$ cat src/rtl/sar_comparador.sv
// sar_comparador
//   Successive-approximation search controller. Presents a trial value to an
//   external combinational magnitude comparator (X on its "a" side, tentativa
//   on its "b" side), reads back maior/menor/igual and binary-searches
//   MSB-first until X is found.
//
// Ports
//   clk        system clock, rising edge
//   rst_n      synchronous active-low reset
//   start      begin a search; only looked at in OCIOSO and FIM
//   maior      comparator flag: X >  tentativa
//   menor      comparator flag: X <  tentativa
//   igual      comparator flag: X == tentativa
//   tentativa  registered trial value driven to the comparator
//   resultado  found value, valid with pronto, held until the next start
//   ocupado    high while searching (BUSCA / VERIFICA)
//   pronto     one-cycle pulse when a search ends (success or error)
//   erro       inconsistent comparator response; sticky until next start
//
// Handshake: start is a request level, accepted on any edge where the
// controller is in OCIOSO or FIM (ignored while ocupado=1). Completion is
// signalled by the single-cycle pronto pulse; resultado/erro are valid from
// that cycle until the next accepted start. There is no back-pressure.
//
// Debug: the FSM state is held in state_q (type state_t) for checkers.

module sar_comparador #(
  parameter int WIDTH = 8
) (
  input  logic             clk,
  input  logic             rst_n,
  input  logic             start,
  input  logic             maior,
  input  logic             menor,
  input  logic             igual,
  output logic [WIDTH-1:0] tentativa,
  output logic [WIDTH-1:0] resultado,
  output logic             ocupado,
  output logic             pronto,
  output logic             erro
);

  localparam int KW = (WIDTH > 1) ? $clog2(WIDTH) : 1;
  localparam logic [WIDTH-1:0] ONE = WIDTH'(1);
  localparam logic [WIDTH-1:0] MSB = ONE << (WIDTH - 1);
  localparam logic [KW-1:0]    K_TOP = KW'(WIDTH - 1);

  typedef enum logic [1:0] {
    OCIOSO   = 2'd0,
    BUSCA    = 2'd1,
    VERIFICA = 2'd2,
    FIM      = 2'd3
  } state_t;

  state_t           state_q, state_d;
  logic [WIDTH-1:0] tent_q, tent_d;
  logic [WIDTH-1:0] res_q, res_d;
  logic [WIDTH-1:0] acum_q, acum_d;
  logic [KW-1:0]    k_q, k_d;
  logic             erro_q, erro_d;

  logic [1:0]       n_high;
  logic             flags_ok;
  logic [WIDTH-1:0] bit_k;
  logic [WIDTH-1:0] bit_km1;
  logic [WIDTH-1:0] acum_upd;

  // Exactly one flag must be high; anything else is a broken comparator.
  assign n_high   = 2'(maior) + 2'(menor) + 2'(igual);
  assign flags_ok = (n_high == 2'd1);

  assign bit_k    = ONE << k_q;
  assign bit_km1  = ONE << (k_q - KW'(1));
  // X above the trial keeps the bit, X below clears it.
  assign acum_upd = maior ? (acum_q | bit_k) : (acum_q & ~bit_k);

  // State and datapath registers.
  always_ff @(posedge clk) begin
    if (!rst_n) begin
      state_q <= OCIOSO;
      tent_q  <= '0;
      res_q   <= '0;
      acum_q  <= '0;
      k_q     <= '0;
      erro_q  <= 1'b0;
    end else begin
      state_q <= state_d;
      tent_q  <= tent_d;
      res_q   <= res_d;
      acum_q  <= acum_d;
      k_q     <= k_d;
      erro_q  <= erro_d;
    end
  end

  // Next-state and next-datapath logic.
  always_comb begin
    state_d = state_q;
    tent_d  = tent_q;
    res_d   = res_q;
    acum_d  = acum_q;
    k_d     = k_q;
    erro_d  = erro_q;

    case (state_q)
      OCIOSO: begin
        tent_d = '0;
      end

      BUSCA: begin
        if (!flags_ok) begin
          erro_d  = 1'b1;
          res_d   = '0;
          state_d = FIM;
        end else if (igual) begin
          res_d   = tent_q;
          state_d = FIM;
        end else if (k_q != '0) begin
          acum_d = acum_upd;
          k_d    = k_q - KW'(1);
          tent_d = acum_upd | bit_km1;
        end else if (maior) begin
          // X above a trial whose LSB is already set cannot happen.
          erro_d  = 1'b1;
          res_d   = '0;
          state_d = FIM;
        end else begin
          // Every bit resolved with bit 0 clear: confirm acumulado itself.
          tent_d  = acum_q;
          state_d = VERIFICA;
        end
      end

      VERIFICA: begin
        if (flags_ok && igual) begin
          res_d = acum_q;
        end else begin
          erro_d = 1'b1;
          res_d  = '0;
        end
        state_d = FIM;
      end

      FIM: begin
        // tentativa holds through FIM and drops to 0 on the way to OCIOSO.
        tent_d  = '0;
        state_d = OCIOSO;
      end

      default: begin
        state_d = OCIOSO;
      end
    endcase

    // A start seen in FIM launches the next search with no idle cycle.
    if ((state_q == OCIOSO || state_q == FIM) && start) begin
      acum_d  = '0;
      k_d     = K_TOP;
      tent_d  = MSB;
      erro_d  = 1'b0;
      state_d = BUSCA;
    end
  end

  // Outputs.
  always_comb begin
    ocupado   = (state_q == BUSCA) || (state_q == VERIFICA);
    pronto    = (state_q == FIM);
    tentativa = tent_q;
    resultado = res_q;
    erro      = erro_q;
  end

endmodule

$ cat config.mk
export PLATFORM = sky130hd
export DESIGN_NAME = sar_comparador
export DESIGN_NICKNAME = d
export VERILOG_FILES = /design/src/rtl/sar_comparador.sv
export SDC_FILE = /design/constraint.sdc
export NUM_CORES = 1
export LEC_CHECK = 0
export CAP_MARGIN = 20
export CORE_AREA = 2 2 64 66
export DETAILED_ROUTE_END_ITERATION = 16
export DIE_AREA = 0 0 66 68
export PLACE_DENSITY = 0.82
export SETUP_SLACK_MARGIN = 0.5
export SLEW_MARGIN = 10
export SYNTH_ARGS = -nofsm -noshare
export SYNTH_HDL_FRONTEND = slang
export SYNTH_SLANG_ARGS = --single-unit
$ cat constraint.sdc
create_clock -name clk -period 2 [get_ports clk]
set_input_delay 0.4 -clock clk [delete_from_list [all_inputs] [get_ports clk]]
set_output_delay 0.4 -clock clk [all_outputs]
set_load 0.01 [all_outputs]
==> run summary <==
Outcome = finished, final reports clean
Via density per instance = 5.96
Post-route setup slack = 126 ps
DPL Wire Length = 3.38 mm
CTS clk-pin slew, worst paths = 70 ps
# clock sinks = 30
Max incr delay on CP = 350 ps
Max IR drop VDD = 0.000921 V
CTS tree = yes
Die X = 66 um
Layout area overhead = 55.0%
Worst Path Required = 2220 ps
IO buf count = 24
Gpl congestion = 0.862
Register area share after synthesis = 32.9%
Async SR Flop Fraction = 0%
Final hold vios = 0
Commonest non-fill, non-tap cell in the layout = buf_4
CP max-delay cell = dfxtp_2
CTS Buf Count = 5
Root Buffer = clkbuf_8
Clock skew = 2.13 ps
# diodes = 0
Worst slew pin tran = 336 ps
Routed length per instance = 19.0 um
Tmin final = 1870 ps
Final WL = 6.17 mm
Initial Utilization = 47.3%
Row Count = 23
Vias in the first global route = 1851
Unrepaired setup endpoints after global routing = yes
Die height = 68 um
Final slew viol count = 0
First-pass GRT wire length = 8.94 mm
PD cells = 1320 mW/mm^2
Netlist Area Pre-Place = 0.00182 sq mm
Cells along the critical path = inv_1, ha_1, and4b_2, a211o_4, or3_1, a21boi_1
# DRC = 0
Maxcap violations = 0
Synthesized area per cell = 8.81 sq um
Count of hold-fix buffers inserted at cts = 0
CP Class = reg2reg
Die area = 0.00449 sq mm
Worst hold path class = reg2reg
Share of layout cells above drive strength 1 = 38.7%
Yosys reg bits = 30
Max clock buf depth = 2
Post-Syn Instances = 207
Syn. warnings = 0
Ports = 25
Crit. End Element = flop
Layout fillers = 266
Clock Latency Late Sink = 290 ps
Post-synthesis cell type count = 45
Post-route ant nets = 0
Cell Area, Placed = 0.00236 sq mm
DR vias = 1930
Register Area = 611 sq um
Largest net degree at the start of global routing = 14
Drt first pass iters = 4
Slew HR = 77.3%
Final setup fails = 0
Main synth FF type = dfxtp_1
Total track usage = 26.9%
H-tree depth = 2
Dpl ws = -699 ps
Crit path DAT = 2100 ps
P_leak = 1.22 nW
Nets = 293
Final instance area = 0.00283 sq mm
Post-synth EDFFs = 0
Syn Nets = 227
Critical Path Source Type = flop
Multi-input gate area in the final layout = 0.00139 sq mm
CP Max Fanout = 6
Core ar. = 0.00386 sq mm
Initial antenna violation count = 0
Final Cycle Share = 93.7%
Hold slack final = 444 ps
Commonest non-fill, non-tap cells in the layout = 35 x buf_4, 26 x dfxtp_1, 17 x nand2_1, 16 x mux2i_1, 16 x dlygate4sd2_1
F_max = 0.534 GHz
Global route overflow = 0
Iteration-0 DRC Markers = 180
[layout make-up]
cell class / count / share of cell area [%]
tap: 50 / 2.21
clock inverter: 2 / 0.443
clock buffer: 6 / 2.92
timing repair buffer: 69 / 21.5
sequential: 30 / 21.6
multi-input combinational: 153 / 49.3
inverter: 14 / 1.99
[power by group]
group | leakage, nW | switching, mW | total (mW) | internal (mW)
registers | 0.245 | 0.0779 | 0.754 | 0.676
logic | 0.926 | 1.26 | 2.44 | 1.18
clock network | 0.0472 | 0.250 | 0.526 | 0.276
total | 1.22 | 1.59 | 3.72 | 2.13
[sequential cells by signal, indices dropped and copies added (netlist names)]
name       flops
k_q            3
acum_q         8
resultado      8
state_q        2
tentativa      8
erro           1
[final timing paths]
| path | startpoint | endpoint | slack, ps | cells after the start |
|---|---|---|---|---|
| worst max-delay path | state_q[1]$_SDFFE_PP0P_ | resultado[7]$_SDFFE_PN0P_ | 130 | 6 |
| worst min register to register | erro$_SDFFE_PP0P_ | erro$_SDFFE_PP0P_ | 440 | 2 |
| worst min-delay path | erro$_SDFFE_PP0P_ | erro$_SDFFE_PP0P_ | 440 | 2 |
| worst max register to register | state_q[1]$_SDFFE_PP0P_ | resultado[7]$_SDFFE_PN0P_ | 130 | 6 |
[cell usage after synthesis (5+ instances only)]
cell type,n,area share [%]
nand2b_1,5,1.7
ha_1,13,8.9
or3_1,9,3.1
nand2_1,19,3.9
nand3_1,5,1.4
clkbuf_1,8,1.6
a21oi_1,12,3.3
dfxtp_1,30,33
nor2_1,12,2.5
inv_1,14,2.9
a21boi_0,10,4.1
mux2i_1,16,8.8
[metal layers]
metal | vias up | global-route usage (%) | wire (um) | share of wire [%]
met5 | - | 0 | 0 | 0
met4 | 0 | 12.0 | 374 | 6.1
met3 | 42 | 5.26 | 479 | 7.8
met2 | 110 | 46.8 | 2960 | 48
met1 | 895 | 32.2 | 2350 | 38
li1 | 883 | - | - | -
[kinds of logic (layout without fill, tap and decap cells)]
family | after synthesis | after routing | share of synthesized area (%)
AOI/OAI and AO/OA | 48 | 49 | 19.0
xor gates and xnor gates | 1 | 1 | 0.481
adders and majority gates | 14 | 14 | 10.0
buffers and inverters | 25 | 91 | 5.70
DFF | 30 | 30 | 32.9
muxes | 17 | 17 | 9.40
and+or+nand+nor | 72 | 72 | 22.4
[metrics by stage]
stage / power, mW / utilization, % / setup TNS, ps / cells
finish: 3.72 / 73.3 / 0 / 324
global route: 3.89 / 73.3 / 0 / 324
floorplan: 1.83 / - / -391 / 207
detailed placement: 2.38 / 61.1 / -13820 / 298
global placement: 2.34 / 61.1 / -11980 / 298
CTS: 3.26 / 68.5 / 0 / 317
[what timing repair did]
| item | in CTS | in global routing |
|---|---|---|
| gates cloned | 1 | 0 |
| setup buffers | 10 | 7 |
| gates resized for setup | 71 | 26 |
| pin swaps | 24 | 9 |
| endpoints found under the hold margin | 0 | 0 |
| setup endpoints to repair | 48 | 33 |
[critical path: cells and delay by family, from the launching register on]
| kind | cells | cell delay, ps |
|---|---|---|
| adder cells (fa/ha/maj) | 1 | 230 |
| buffers and inverters | 1 | 110 |
| AO/OA/AOI/OAI | 2 | 480 |
| flip-flops | 1 | 350 |
| AND/OR/NAND/NOR | 2 | 620 |
No activity file was read; power rests on OpenSTA's default activity.
